===== src/rtl/pipe_ctrl_pkg.sv =====
// Shared encodings for the ID-stage hazard/flush sequencer: control-flag bit
// positions, next-PC select codes and the sequencer FSM states.
package pipe_ctrl_pkg;

    localparam int FLAG_W       = 10;
    localparam int FLG_REGDST   = 9;
    localparam int FLG_JUMP     = 8;
    localparam int FLG_BRANCH   = 7;
    localparam int FLG_MEMREAD  = 6;
    localparam int FLG_MEMTOREG = 5;
    localparam int FLG_ALUOP0   = 4;
    localparam int FLG_ALUOP1   = 3;
    localparam int FLG_MEMWRITE = 2;
    localparam int FLG_ALUSRC   = 1;
    localparam int FLG_REGWRITE = 0;

    localparam logic [1:0] PC_SEL_SEQ    = 2'b00;
    localparam logic [1:0] PC_SEL_JUMP   = 2'b01;
    localparam logic [1:0] PC_SEL_BRANCH = 2'b10;

    localparam logic [FLAG_W-1:0] FLAG_BUBBLE = 10'b0;

    typedef enum logic [1:0] {
        ST_RUN    = 2'd0,
        ST_STALL  = 2'd1,
        ST_FREEZE = 2'd2
    } hz_state_e;

endpackage


===== src/rtl/sat_counter.sv =====
// Event counter that sticks at all-ones instead of wrapping.
module sat_counter #(
    parameter int PERF_W = 16
) (
    input  logic              clk,
    input  logic              rst_n,
    input  logic              inc,
    output logic [PERF_W-1:0] count
);

    logic [PERF_W-1:0] count_q;
    logic [PERF_W-1:0] count_d;

    always_comb begin
        count_d = count_q;
        if (inc && (count_q != {PERF_W{1'b1}})) begin
            count_d = count_q + PERF_W'(1);
        end
    end

    always_ff @(posedge clk or negedge rst_n) begin
        if (!rst_n) begin
            count_q <= '0;
        end else begin
            count_q <= count_d;
        end
    end

    assign count = count_q;

endmodule


===== src/rtl/pipeline_hazard_ctrl.sv =====
// ID-stage sequencer: load-use bubbles, jump/branch squash and memory-busy freeze,
// with saturating stall and flush event counters.
module pipeline_hazard_ctrl
    import pipe_ctrl_pkg::*;
#(
    parameter int LOAD_STALL_CYCLES = 1,
    parameter int PERF_W            = 16
) (
    input  logic              clk,
    input  logic              rst_n,
    input  logic [4:0]        id_rs,
    input  logic [4:0]        id_rt,
    input  logic [9:0]        id_flag,
    input  logic              ex_memread,
    input  logic [4:0]        ex_rt,
    input  logic              ex_br_taken,
    input  logic              dmem_busy,
    output logic              pc_we,
    output logic [1:0]        pc_sel,
    output logic              ifid_we,
    output logic              ifid_flush,
    output logic [9:0]        idex_flag,
    output logic              exmem_we,
    output logic              memwb_we,
    output logic [PERF_W-1:0] stall_cnt,
    output logic [PERF_W-1:0] flush_cnt
);

    localparam logic [2:0] REM_INIT = 3'(LOAD_STALL_CYCLES - 1);

    hz_state_e  state_q, state_d;
    hz_state_e  ret_q, ret_d;
    hz_state_e  mode;
    logic [2:0] rem_q, rem_d;
    logic       load_use;
    logic       stall_inc;
    logic       flush_inc;

    // While frozen, the pipe resumes as whichever state it was in before the freeze.
    assign mode = (state_q == ST_FREEZE) ? ret_q : state_q;

    // A store or register-form instruction also reads rt, so it waits on a load to rt.
    assign load_use = ex_memread && (ex_rt != 5'd0) &&
                      ((ex_rt == id_rs) ||
                       ((ex_rt == id_rt) && (!id_flag[FLG_ALUSRC] || id_flag[FLG_MEMWRITE])));

    always_comb begin
        state_d    = state_q;
        ret_d      = ret_q;
        rem_d      = rem_q;
        stall_inc  = 1'b0;
        flush_inc  = 1'b0;
        pc_we      = 1'b1;
        pc_sel     = PC_SEL_SEQ;
        ifid_we    = 1'b1;
        ifid_flush = 1'b0;
        idex_flag  = id_flag;
        exmem_we   = 1'b1;
        memwb_we   = 1'b1;

        if (dmem_busy) begin
            pc_we    = 1'b0;
            ifid_we  = 1'b0;
            exmem_we = 1'b0;
            memwb_we = 1'b0;
            state_d  = ST_FREEZE;
            ret_d    = mode;
        end else if (ex_br_taken) begin
            pc_sel     = PC_SEL_BRANCH;
            ifid_flush = 1'b1;
            idex_flag  = FLAG_BUBBLE;
            flush_inc  = 1'b1;
            state_d    = ST_RUN;
            rem_d      = 3'd0;
        end else if (mode == ST_STALL) begin
            pc_we     = 1'b0;
            ifid_we   = 1'b0;
            idex_flag = FLAG_BUBBLE;
            stall_inc = 1'b1;
            rem_d     = rem_q - 3'd1;
            state_d   = (rem_q == 3'd1) ? ST_RUN : ST_STALL;
        end else if (load_use) begin
            pc_we     = 1'b0;
            ifid_we   = 1'b0;
            idex_flag = FLAG_BUBBLE;
            stall_inc = 1'b1;
            if (LOAD_STALL_CYCLES > 1) begin
                state_d = ST_STALL;
                rem_d   = REM_INIT;
            end else begin
                state_d = ST_RUN;
            end
        end else if (id_flag[FLG_JUMP]) begin
            pc_sel     = PC_SEL_JUMP;
            ifid_flush = 1'b1;
            flush_inc  = 1'b1;
            state_d    = ST_RUN;
        end else begin
            state_d = ST_RUN;
        end

        // Outputs follow the reset immediately rather than waiting for a clock edge.
        if (!rst_n) begin
            pc_we      = 1'b0;
            pc_sel     = PC_SEL_SEQ;
            ifid_we    = 1'b0;
            ifid_flush = 1'b1;
            idex_flag  = FLAG_BUBBLE;
            exmem_we   = 1'b0;
            memwb_we   = 1'b0;
            stall_inc  = 1'b0;
            flush_inc  = 1'b0;
        end
    end

    always_ff @(posedge clk or negedge rst_n) begin
        if (!rst_n) begin
            state_q <= ST_RUN;
            ret_q   <= ST_RUN;
            rem_q   <= 3'd0;
        end else begin
            state_q <= state_d;
            ret_q   <= ret_d;
            rem_q   <= rem_d;
        end
    end

    sat_counter #(.PERF_W(PERF_W)) u_stall_ctr (
        .clk   (clk),
        .rst_n (rst_n),
        .inc   (stall_inc),
        .count (stall_cnt)
    );

    sat_counter #(.PERF_W(PERF_W)) u_flush_ctr (
        .clk   (clk),
        .rst_n (rst_n),
        .inc   (flush_inc),
        .count (flush_cnt)
    );

endmodule


===== config.mk =====
export PLATFORM = sky130hd
export DESIGN_NAME = pipeline_hazard_ctrl
export DESIGN_NICKNAME = d
export VERILOG_FILES = /design/src/rtl/pipe_ctrl_pkg.sv /design/src/rtl/sat_counter.sv /design/src/rtl/pipeline_hazard_ctrl.sv
export SDC_FILE = /design/constraint.sdc
export NUM_CORES = 1
export LEC_CHECK = 0
export BUFFER_PORTS_ARGS = -buffer_cell sky130_fd_sc_hd__buf_2
export CORE_MARGIN = 5
export CORE_UTILIZATION = 30
export CTS_CLUSTER_SIZE = 12
export DETAILED_ROUTE_END_ITERATION = 10
export SLEW_MARGIN = 10
export SYNTH_ARGS = -nofsm -noshare
export SYNTH_HDL_FRONTEND = slang
export SYNTH_SLANG_ARGS = --single-unit

===== constraint.sdc =====
create_clock -name clk -period 11.85 [get_ports clk]
set_clock_uncertainty 0.2 [all_clocks]
set_input_delay 3.555 -clock clk [delete_from_list [all_inputs] [get_ports clk]]
set_output_delay 3.555 -clock clk [all_outputs]
set_load 0.005 [all_outputs]

==> results.md, run 1 <==
- Warnings from Yosys: 0
- Avg Inst Size Synth: between 10 and 15 um2
- Residual DRC count: 0
- Worst setup SP type: input port
- Crit Path Max Fanout: 10
- Crit-path max cell delay: 510 ps
- Initial core utilization: 0.309
- CTS tree: yes
- Die X: 93.6 um
- GRT Util Overall: 0.115
- Via count: about 1800
- Ys flop type: dfrtp_1
- Critical path arrival: 5440 ps
- Setup violators final: 0
- P_leak: around 0.0014 uW
- Cell Area, Synth: about 2100 um2
- Clk sinks: 39
- Pwr dens: 111 nW/um2
- CTS-repair resized insts: 0
- Peak VDD IR: 85.6 uV
- Top cells by area, synth: dfrtp_1, xnor2_1, and2_1
- Initial antenna violation count: 0
- DR vias/cell: 4.64
- Die height: 93.6 um
- Hold_buf cts: 0
- Final hold viol count: 0
- Top delay family on crit path: simple AND/OR/NAND/NOR gates
- Antenna fix cells: 0
- RSZ-0062 raised after global routing: no
- Non-filler cells, final: 382
- Placed Area: 2580 um2
- CORE AREA: 6790 um2
- DP Wirelength: 3690 um
- Worst Hold Class: reg -> reg
- Post-CTS setup buffers: 0
- Worst-Skew Late Latency: between 200 and 300 ps
- Die area: just under 9000 um2
- Status: complete, no violations
- Clock buffer count from CTS: 5
- Max-Cap Viols: 0
- Synth top area share: 0.465
- Routed WL per cell: 12.7 um
- Levels on crit path: 8
- Final wirelength: a little under 5000 um
- Depth of the CTS H-tree: 2
- Layout cells sized above 1: 0.336
- Setup TNS Final: 0 ps
- Critical Path Sink Type: output pin
- Sequential area share after synthesis: 0.465
- # nets final: 319
- Synthesis-to-finish area growth: 26.9%
- Slew Viols, Final: 0
- CTS root buffer: clkbuf_8
- Fin crit period: approximately 9200 ps
- CP Class: in -> out
- Max Fclk: 109 MHz
- Initial DRT Pass Iterations: 4
- # rows: 30
- Synth unique cells: 40
- Synth area leader: dfrtp_1
- Post-route ant nets: 0
- Dpl cells: 374
- EDFF count, synth: 0
- Syn nets: 238
- Worst slew pin tran: 964 ps
- CP max-delay cell: or4_1
- Global route overflow: 0
- Crit-path cells: buf_2 > or4_1 > o21a_1 > a21oi_1 > nor2b_1 > o21a_1 > and2_1 > buf_2
- Vias in the first global route: 1657
- # port buffers: 78
- Tot Pwr: 295 uW
- Post-route cell area: 2660 um2
- Yosys reg bits: 39
- Final Cycle Share: 0.776
- Slew margin rel.: 0.356
- Most frequent cell after synthesis: dfrtp_1
- Most frequent cells after synthesis: dfrtp_1, xnor2_1, nand2_1
- Initial drt markers: 50
- CTS clk-pin slew, worst paths: approximately 70 ps
- Clock Path Buffers: 2
- Crit path buf inv count: 2
- IO Pins: 79
- Placer Congestion: 0.728
- Pin count of the biggest net entering global routing: 44
- Cells after synthesis: 204
- Reg2Reg Depth: 6
- Hold path depth: 1
- CP required: just over 8000 ps
- First-pass GRT wire length: around 8000 um
- Asr flop ratio synth: 1.00
## where the power goes
| group | switching [uW] | leakage [uW] | internal (uW) | total, uW |
|---|---|---|---|---|
| registers | 14.0 | 0.000522 | 143 | 157 |
| clock network | 45.5 | 0.0000422 | 41.3 | 86.8 |
| logic | 24.0 | 0.000806 | 26.7 | 50.7 |
| total | 83.5 | 0.00137 | 211 | 295 |
## placed cells by master (no fill, tap or decap), drive strengths merged
| cell type | instances |
|---|---|
| o21ai | 6 |
| o21bai | 1 |
| o22ai | 1 |
| nor4 | 1 |
| a21oi | 6 |
| clkinv | 1 |
| a211o | 1 |
| and2 | 12 |
| buf | 79 |
| o21a | 3 |
| a21boi | 1 |
| nand3 | 13 |
| or4 | 1 |
| a31oi | 1 |
| clkbuf | 7 |
| nor2b | 2 |
| xnor2 | 33 |
| ha | 4 |
| and4 | 3 |
| and3 | 8 |
| or3 | 1 |
| nor2 | 9 |
| mux2 | 2 |
| nand4 | 10 |
| inv | 10 |
| nor4b | 1 |
| nand3b | 1 |
| mux2i | 1 |
| a21o | 1 |
| nand2 | 18 |
| a22o | 1 |
| dfrtp | 39 |
| and2b | 1 |
| xor2 | 6 |
| a32oi | 1 |
## state kept, by name (all words and copies together), names as in the netlist
register and count:
rem_q 3, state_q 2, ret_q 2, u_stall_ctr.count 16
u_flush_ctr.count 16
## kinds of logic (layout without fill, tap and decap cells)
kind of cell	after synthesis	in the layout	synth area share
xor+xnor	39	39	0.166
flops	39	39	0.465
mux	3	3	0.0155
compound gates	23	23	0.0728
fa+ha+maj	4	4	0.0239
simple gates	81	81	0.222
buf+inv	15	97	0.0346
## cell type report
cell class	count	area, um2
fillers	701	4130
multi-input cells	150	1050
flip-flops and latches	39	976
repair buffers	79	398
well taps	96	120
clock buffers	7	76.3
inverters	10	37.5
clock inverters	1	5.00
## final timing paths
kind / endpoint / slack (ps) / start
max: idex_flag[2] / 2650 / ex_rt[1]
min: rem_q[2] / 280 / rem_q[2]
max reg2reg: u_stall_ctr.count[1] / 9010 / u_stall_ctr.count[2]
min reg2reg: rem_q[2] / 280 / rem_q[2]
max in group asynchronous: u_flush_ctr.count[13] / 7960 / rst_n
min in group asynchronous: u_stall_ctr.count[4] / 3130 / rst_n
## routing by layer
layer / vias to the layer above / wire [um] / track usage
li1: 858 / - / -
met1: 838 / 2150 / 0.146
met5: - / 0 / 0
met4: 0 / 48 / 0.0325
met3: 5 / 512 / 0.0459
met2: 72 / 2130 / 0.179
## metrics by stage
stage / hold WS (ps) / util / worst slack (ps)
after floorplan: 250 / - / 3060
after CTS: 291 / 0.392 / 2610
final: 285 / 0.392 / 2650
after detailed placement: 278 / 0.380 / 2620
after global routing: 314 / 0.392 / 2450
after global placement: 271 / 0.380 / 2700
## worst register-to-register path, stage by stage, from the launching register on
cell and delay, ps:
dfrtp_1 430, and3_1 210, and2_1 170, and3_1 250
a31oi_1 250, nor2b_1 800, mux2_2 420
(Power assumes the default switching activity.)
==> inputs of run 2 (changes only) <==
==> constraint.sdc (replaced) <==
create_clock -name clk -period 9.6 [get_ports clk]
set_clock_uncertainty 0.2 [all_clocks]
set_input_delay 2.88 -clock clk [delete_from_list [all_inputs] [get_ports clk]]
set_output_delay 2.88 -clock clk [all_outputs]
set_load 0.005 [all_outputs]
==> results.md, run 2 (synthesized netlist as in run 1, its figures left out) <==
- Status: complete, no violations
- Internal Pwr Total: 261 uW
- Hold Slack: 287 ps
- Post-route ant nets: 0
- CTS-repair resized insts: 0
- # nets final: 319
- Via count: 1752
- Pin count of the biggest net entering global routing: 44
- Die height: 93.6 um
- Sw Pwr: 103 uW
- RSZ-0062 raised after global routing: no
- First-pass GRT wire length: 8060 um
- Sw frac: 0.283
- Initial DRT Pass Iterations: 4
- # port buffers: between 70 and 80
- Worst Hold Class: reg -> reg
- Clock network power share: 0.294
- DP Wirelength: between 3000 and 4000 um
- Combinational power share: 0.172
- P_leak: 0.00137 uW
- Most common cell after layout, fill and taps aside: buf_2
- Layout cells sized above 1: 0.336
- Max Fclk: 127 MHz
- Pwr dens: 137 nW/um2
- Placer Congestion: 0.728
- Crit-path max cell delay: between 500 and 600 ps
- Most frequent cells in the layout: buf_2, dfrtp_1, xnor2_1
- IO Pins: 79
- Top sig layer: met4
- Worst-Skew Late Latency: 290 ps
- Synthesis-to-finish area growth: 26.9%
- Final wirelength: 4860 um
- Crit path buf inv count: 2
- Top delay family on crit path: simple AND/OR/NAND/NOR gates
- # rows: 30
- Fin crit period: a little under 8000 ps
- CP max-delay cell: or4_1
- CTS root buffer: clkbuf_8
- Crit-path cells: buf_2 > or4_1 > o21a_1 > a21oi_1 > nor2b_1 > o21a_1 > and2_1 > buf_2
- Worst slew pin tran: 953 ps
- Setup violators final: 0
- Clock Path Buffers: 2
- Residual DRC count: 0
- Hold_buf cts: 0
- Routed length on met3: 523 um
- Clock buffer count from CTS: 5
- Final hold viol count: 0
- Die X: 93.6 um
- Met2 WL: 2100 um
- Routed WL per cell: 12.7 um
- Max-Cap Viols: 0
- CORE AREA: 6790 um2
- CP required: around 6500 ps
- Final Cycle Share: 0.819
- Sequential power share: 0.534
- Setup TNS Final: 0 ps
- Crit Path Max Fanout: 10
- Initial core utilization: 0.309
- Worst setup SP type: input port
- Global route overflow: 0
- DR vias/cell: 4.59
- Filler instances: 688
- Slew Viols, Final: 0
- Initial drt markers: between 40 and 50
- Initial antenna violation count: 0
- Peak VDD IR: 106 uV
- Depth of the CTS H-tree: 2
- CTS clk-pin slew, worst paths: roughly 80 ps
- Antenna fix cells: 0
- Met1 wire length: 2180 um
- Storage element area: ~980 um2
- CTS tree: yes
- Die area: 8770 um2
- Vias in the first global route: 1673
- Critical Path Sink Type: output pin
- Critical path arrival: 4780 ps
- GRT Util Overall: 0.115
- Clk sinks: 39
- Slew margin rel.: 0.363
- CP Class: in -> out
- Post-CTS setup buffers: 0
- Multi-input logic area: 1050 um2
-- run 2: cell counts in the layout (fill, tap and decap cells not counted) --
Identical to the previous run, type by type.
-- run 2: cell type report --
cell class,instances,area share
clock inverter,1,0.00188
tap,96,0.0451
sequential,39,0.367
clock buffer,7,0.0287
inverter,10,0.0141
timing repair buffer,79,0.149
multi-input combinational,150,0.394
-- run 2: stage by stage --
| step | cell area, um2 | total power (uW) | utilization | instances | worst slack (ps) |
|---|---|---|---|---|---|
| floorplan | 2100 | 227 | - | 204 | 2160 |
| detailed placement | 2580 | 261 | 0.380 | 374 | 1720 |
| CTS | 2660 | 370 | 0.392 | 382 | 1710 |
| finish | 2660 | 364 | 0.392 | 382 | 1740 |
| global route | 2660 | 388 | 0.392 | 382 | 1530 |
| global placement | 2580 | 260 | 0.380 | 374 | 1800 |
-- run 2: path summary, 6_finish.rpt --
kind                                      start  slack (ps)  cells past startpoint                    end
max                                    ex_rt[1]        1740                      8           idex_flag[2]
min                                    rem_q[1]         290                      2               rem_q[1]
max reg2reg                u_stall_ctr.count[2]        6780                      6   u_stall_ctr.count[1]
min reg2reg                            rem_q[1]         290                      2               rem_q[1]
max in group asynchronous                 rst_n        6380                      2  u_flush_ctr.count[12]
min in group asynchronous                 rst_n        2440                      2   u_stall_ctr.count[4]
-- run 2: power groups by stage --
stage	registers (uW)	logic (uW)	clock network [uW]
floorplan	196	31.4	0
global placement	197	63.1	0
detailed placement	197	64.0	0
CTS	194	64.1	112
global route	197	70.8	120
finish	194	62.6	107
-- run 2: metal layers --
| metal | global-route usage | vias to the layer above |
|---|---|---|
| met4 | 0.0325 | 0 |
| met1 | 0.146 | 818 |
| met5 | 0 | - |
| met3 | 0.0475 | 5 |
| li1 | - | 852 |
| met2 | 0.180 | 77 |
-- run 2: worst min-delay path: stages (launching register included) --
cell and delay (ps):
dfrtp_1 340, nand2_1 50, o21ai_0 60
